## src/rtl/inst_dispatch_buffer.sv

```systemverilog
// Dispatch buffer between the instruction queue and the issue stage: a circular FIFO
// with first-word-fall-through read, fetch stall when full, and a single-cycle flush.
module inst_dispatch_buffer #(
    parameter int DEPTH    = 8,
    parameter int ADDR_W   = 3,
    parameter int DROP_NOP = 1
) (
    input  logic              clk,
    input  logic              rst,
    input  logic [11:0]       in_opcode,
    input  logic [4:0]        in_rs,
    input  logic [4:0]        in_rt,
    input  logic [4:0]        in_rd,
    input  logic [4:0]        in_shamt,
    input  logic [15:0]       in_immediate,
    input  logic [25:0]       in_address,
    input  logic [31:0]       in_pc,
    input  logic              in_valid,
    output logic              fetch_stall,
    output logic [11:0]       out_opcode,
    output logic [4:0]        out_rs,
    output logic [4:0]        out_rt,
    output logic [4:0]        out_rd,
    output logic [4:0]        out_shamt,
    output logic [15:0]       out_immediate,
    output logic [25:0]       out_address,
    output logic [31:0]       out_pc,
    output logic              out_valid,
    input  logic              out_ready,
    input  logic              flush,
    output logic [ADDR_W:0]   count,
    output logic              overflow
);
    localparam int              ENTRY_W    = 106;
    localparam int              FIELD_W    = ENTRY_W - 32;
    localparam logic [ADDR_W:0] FULL_COUNT = (ADDR_W + 1)'(DEPTH);

    // The PC is not part of the instruction word, so it is ignored when spotting a nop.
    function automatic logic is_nop(input logic [FIELD_W-1:0] fields);
        return (DROP_NOP != 0) && (fields == {FIELD_W{1'b0}});
    endfunction

    logic [ENTRY_W-1:0] mem_r [DEPTH];
    logic [ADDR_W-1:0]  head_r;
    logic [ADDR_W-1:0]  tail_r;
    logic [ADDR_W:0]    count_r;
    logic               overflow_r;

    logic [ENTRY_W-1:0] in_entry_s;
    logic [ENTRY_W-1:0] head_entry_s;
    logic               nop_s;
    logic               full_s;
    logic               deq_s;
    logic               enq_s;
    logic               drop_s;

    assign in_entry_s   = {in_opcode, in_rs, in_rt, in_rd, in_shamt,
                           in_immediate, in_address, in_pc};
    assign head_entry_s = mem_r[head_r];
    assign {out_opcode, out_rs, out_rt, out_rd, out_shamt,
            out_immediate, out_address, out_pc} = head_entry_s;
    assign out_valid    = (count_r != {(ADDR_W + 1){1'b0}});
    assign fetch_stall  = full_s;
    assign count        = count_r;
    assign overflow     = overflow_r;

    // Handshake decode: a write into a full buffer only succeeds alongside a dequeue.
    always_comb begin
        nop_s  = is_nop(in_entry_s[ENTRY_W-1:32]);
        full_s = (count_r == FULL_COUNT);
        deq_s  = out_valid & out_ready;
        enq_s  = in_valid & ~nop_s & (~full_s | deq_s);
        drop_s = in_valid & ~nop_s & full_s & ~deq_s;
    end

    // Pointer, occupancy and sticky overflow state; reset outranks flush.
    always_ff @(posedge clk) begin
        if (rst) begin
            head_r     <= {ADDR_W{1'b0}};
            tail_r     <= {ADDR_W{1'b0}};
            count_r    <= {(ADDR_W + 1){1'b0}};
            overflow_r <= 1'b0;
        end else if (flush) begin
            head_r     <= {ADDR_W{1'b0}};
            tail_r     <= {ADDR_W{1'b0}};
            count_r    <= {(ADDR_W + 1){1'b0}};
            overflow_r <= overflow_r;
        end else begin
            if (enq_s) begin
                tail_r <= tail_r + ADDR_W'(1);
            end
            if (deq_s) begin
                head_r <= head_r + ADDR_W'(1);
            end
            case ({enq_s, deq_s})
                2'b10:   count_r <= count_r + (ADDR_W + 1)'(1);
                2'b01:   count_r <= count_r - (ADDR_W + 1)'(1);
                default: count_r <= count_r;
            endcase
            if (drop_s) begin
                overflow_r <= 1'b1;
            end
        end
    end

    // Entry storage; contents carry no reset since out_* is ignored while empty.
    always_ff @(posedge clk) begin
        if (enq_s && !flush && !rst) begin
            mem_r[tail_r] <= in_entry_s;
        end
    end
endmodule

```

## config.mk

```make
export PLATFORM = sky130hd
export DESIGN_NAME = inst_dispatch_buffer
export DESIGN_NICKNAME = d
export VERILOG_FILES = /design/src/rtl/inst_dispatch_buffer.sv
export SDC_FILE = /design/constraint.sdc
export NUM_CORES = 1
export LEC_CHECK = 0
export CAP_MARGIN = 20
export CELL_PAD_IN_SITES_DETAIL_PLACEMENT = 1
export CELL_PAD_IN_SITES_GLOBAL_PLACEMENT = 1
export CORE_MARGIN = 2
export CORE_UTILIZATION = 39
export CTS_CLUSTER_DIAMETER = 100
export DETAILED_ROUTE_END_ITERATION = 8
export PLACE_DENSITY_LB_ADDON = 0.1
export SYNTH_ARGS = -nofsm -noshare
export SYNTH_HDL_FRONTEND = slang
export SYNTH_SLANG_ARGS = --single-unit
```

## constraint.sdc

```tcl
create_clock -name clk -period 14.3 [get_ports clk]
set_input_delay 1.43 -clock clk [delete_from_list [all_inputs] [get_ports clk]]
set_output_delay 1.43 -clock clk [all_outputs]
set_load 0.02 [all_outputs]
```

==> out/results.ini <==
[status]
outcome=finished, final reports clean

[clock_tree]
cts_tree=done
cts_root_buf=clkbuf_16
post_cts_buffers=0
numCtsBuffers=91
cts_max_level=3
insertion_delay_ns=0.64
cts-resized-gates=0
postCtsHoldBufs=0
clk_pin_slew_worst_paths_ns=0.06
cts_num_sinks=862
cts_buffer_depth=3

[logic_synthesis]
ys_types=45
synth_largest_area_cell=edfxtp_1
synth_nets=1464
synth_top_area_share_pct=77.9
synth_common_cells=edfxtp_1, mux4_2, mux2_2
ys_async_sr_fraction_pct=0
synthFlopType=edfxtp_1
yosys_warnings=0
avgSynthCellArea_um2=24.3
synth.area.top_cells=edfxtp_1, mux4_2, mux2_2
synth_area_um2=32700
yosysMostFrequentCell=edfxtp_1
seq_area_frac_synth_pct=78.7
synth_seq_cells=862
syn_inst=1348
synth-edff-count=848

[setup_path]
worstSetupPathType=in -> reg
endpoint_kind=flip-flop
worstPathArrival_ns=6.31
cp_top_family=buffers and inverters
critPathMaxStageDelay_ns=0.91
critical_path.most_common_cell=buf_4
cp.buffers_inverters=3
r2r_slack_ns=9.89
start_kind=primary input
slowest_stage=buf_4
worst-r2r-cell-count=6
worstPathRequired_ns=14.54
worst-path-max-fanout=54
r2r-start=count[2]$_SDFFE_PP0P_
r2r_end=mem_r[2][37]$_DFFE_PP_
crit_chain=clkdlybuf4s50_1 > nor4_1 > nand4_1 > nand4b_1 > o31a_1 > nand3_1 > nor3_2 > buf_4 > buf_4

[global_routing]
top_usage_layer=met2
use_met2_pct=29.4
grt_max_degree=98
grtUsageMet3_pct=2.64
overflow=0
antenna_found_initial=5
met1_usage_pct=25.3
first_global_vias=16588
track_usage_pct=17.9
grt_pass1_wl_mm=113

[hold_path]
min_path_type=reg -> reg
hold_start=overflow$_SDFFE_PP0P_
whs_path_depth=2
holdPathEnd=overflow$_SDFFE_PP0P_

[final_layout]
drive_gt1_share_pct=28.6
area_growth_syn_to_layout_pct=19.8
fillers=7467
nets=1744
utilization_pct=47.0

[pwr]
powerDensity_nw_per_um2=134
p_leak_uw=0.0118
vdd_drop_max_mv=0.0715

[detailed_routing]
drt_pass1_iterations=5
drt_wl_total_mm=75.8
drtAntennaViolNets=0
wl_per_cell_um=27.3
num_vias=14830
drc=0
via_per_inst=5.33
dr.first_iter.drc_count=890

[place]
place_congestion=0.698
dp_hpwl_mm=42.5
dpl_worst_slack_ns=7.38
portBuffers=223

[sta]
setup-violations-final=0
relSlewSlack_pct=24.6
rsz0062_at_grt=false
period_needed_ns=6.08
fmax_mhz=165
slew_violations=0
period_share_pct=42.5
hold_viol=0
tightest_slew_ns=1.13
worst_slack_ns=8.22
setup_tns_ns=0
fin_worst_skew_ns=0.0166

[die]
core_um2=83300
dieArea_um2=86200
row_count=106
start_util_pct=39.3
io_pins=224
die_w_um=294
die_h_um=294

[job]
drv_cap=0

[registers in the layout, summed over array words and instances (netlist names), named ones only]
name / flops
tail_r: 3
overflow: 1
head_r: 3
mem_r: 848
count: 4
[layout make-up]
type | count | area [um^2] | area share, %
diodes | 3 | 7.51 | 0.0192
clock buffers | 115 | 2430 | 6.21
clock inverters | 48 | 408 | 1.04
inverters | 4 | 25.0 | 0.0639
multi-input cells | 418 | 6710 | 17.1
flip-flops and latches | 862 | 25800 | 65.7
well taps | 1080 | 1350 | 3.45
repair buffers | 251 | 2490 | 6.35
[worst max-delay path by stage]
stage / startpoint / endpoint / slack (ns) / depth (start not counted)
2_1_floorplan: in_shamt[0] / mem_r[0][0]$_DFFE_PP_ / 1.33 / 7
3_3_place_gp: in_address[16] / mem_r[2][37]$_DFFE_PP_ / 7.54 / 9
3_5_place_dp: in_address[16] / mem_r[2][37]$_DFFE_PP_ / 7.38 / 9
4_1_cts: in_address[16] / mem_r[2][37]$_DFFE_PP_ / 8.08 / 9
5_1_grt: in_address[16] / mem_r[2][37]$_DFFE_PP_ / 7.90 / 9
6_report: in_address[16] / mem_r[2][37]$_DFFE_PP_ / 8.22 / 9
[worst register-to-register path, delay by kind of cell, from the launching register on]
| family | cells | cell delay (ns) |
|---|---|---|
| and+or+nand+nor | 4 | 1.71 |
| DFF | 1 | 0.50 |
| buffers and inverters | 2 | 1.76 |
[placed cells by master (no fill, tap or decap), types with 2 or more instances in the layout]
cell,instances
a21oi_1,4
buf_12,2
buf_4,25
bufinv_16,6
clkbuf_1,21
clkbuf_16,94
clkdlybuf4s50_1,223
clkinv_1,23
clkinv_2,12
clkinv_4,3
clkinv_8,3
clkinvlp_4,2
dfxtp_1,11
dfxtp_4,3
diode_2,3
edfxtp_1,848
ha_1,4
inv_1,2
mux2_2,106
mux2i_1,3
mux4_2,212
nand2_1,13
nand2b_1,3
nand3_1,5
nand4_1,3
nor2_1,10
nor2_4,3
nor3_2,4
nor4_1,17
nor4_2,2
o21ai_1,2
or3_1,2
xor2_1,2
[stage by stage]
| stage | area (um^2) | power [uW] | hold WS [ns] | instances |
|---|---|---|---|---|
| after global placement | 36300 | 3050 | 0.497 | 2613 |
| after detailed placement | 36300 | 3050 | 0.506 | 2613 |
| after floorplan | 32700 | 2940 | 0.485 | 1348 |
| final | 39200 | 5240 | 0.507 | 2781 |
| after global routing | 39200 | 5410 | 0.557 | 2780 |
| after CTS | 39100 | 5310 | 0.523 | 2776 |
[cells by family (layout without fill, tap and decap cells)]
| kind of cell | count (synthesis) | in the layout | share of synthesized area (%) |
|---|---|---|---|
| AOI/OAI and AO/OA | 16 | 16 | 0.432 |
| and+or+nand+nor | 72 | 72 | 1.23 |
| adders and majority gates | 5 | 5 | 0.214 |
| buffers and inverters | 68 | 418 | 0.930 |
| DFF | 862 | 862 | 78.7 |
| xor gates and xnor gates | 3 | 3 | 0.0804 |
| muxes | 322 | 322 | 18.4 |
| other | 0 | 3 | 0 |
[layer usage]
layer / vias up / wire length [um]
met1: 8068 / 34100
met5: - / 13
li1: 6357 / -
met2: 316 / 37500
met3: 87 / 2980
met4: 2 / 1220
[power breakdown]
group | total (uW) | switching (uW) | internal, uW
logic | 200 | 107 | 93.0
registers | 2790 | 5.94 | 2790
clock network | 2250 | 939 | 1310
Power figures use the tool's default switching activity.
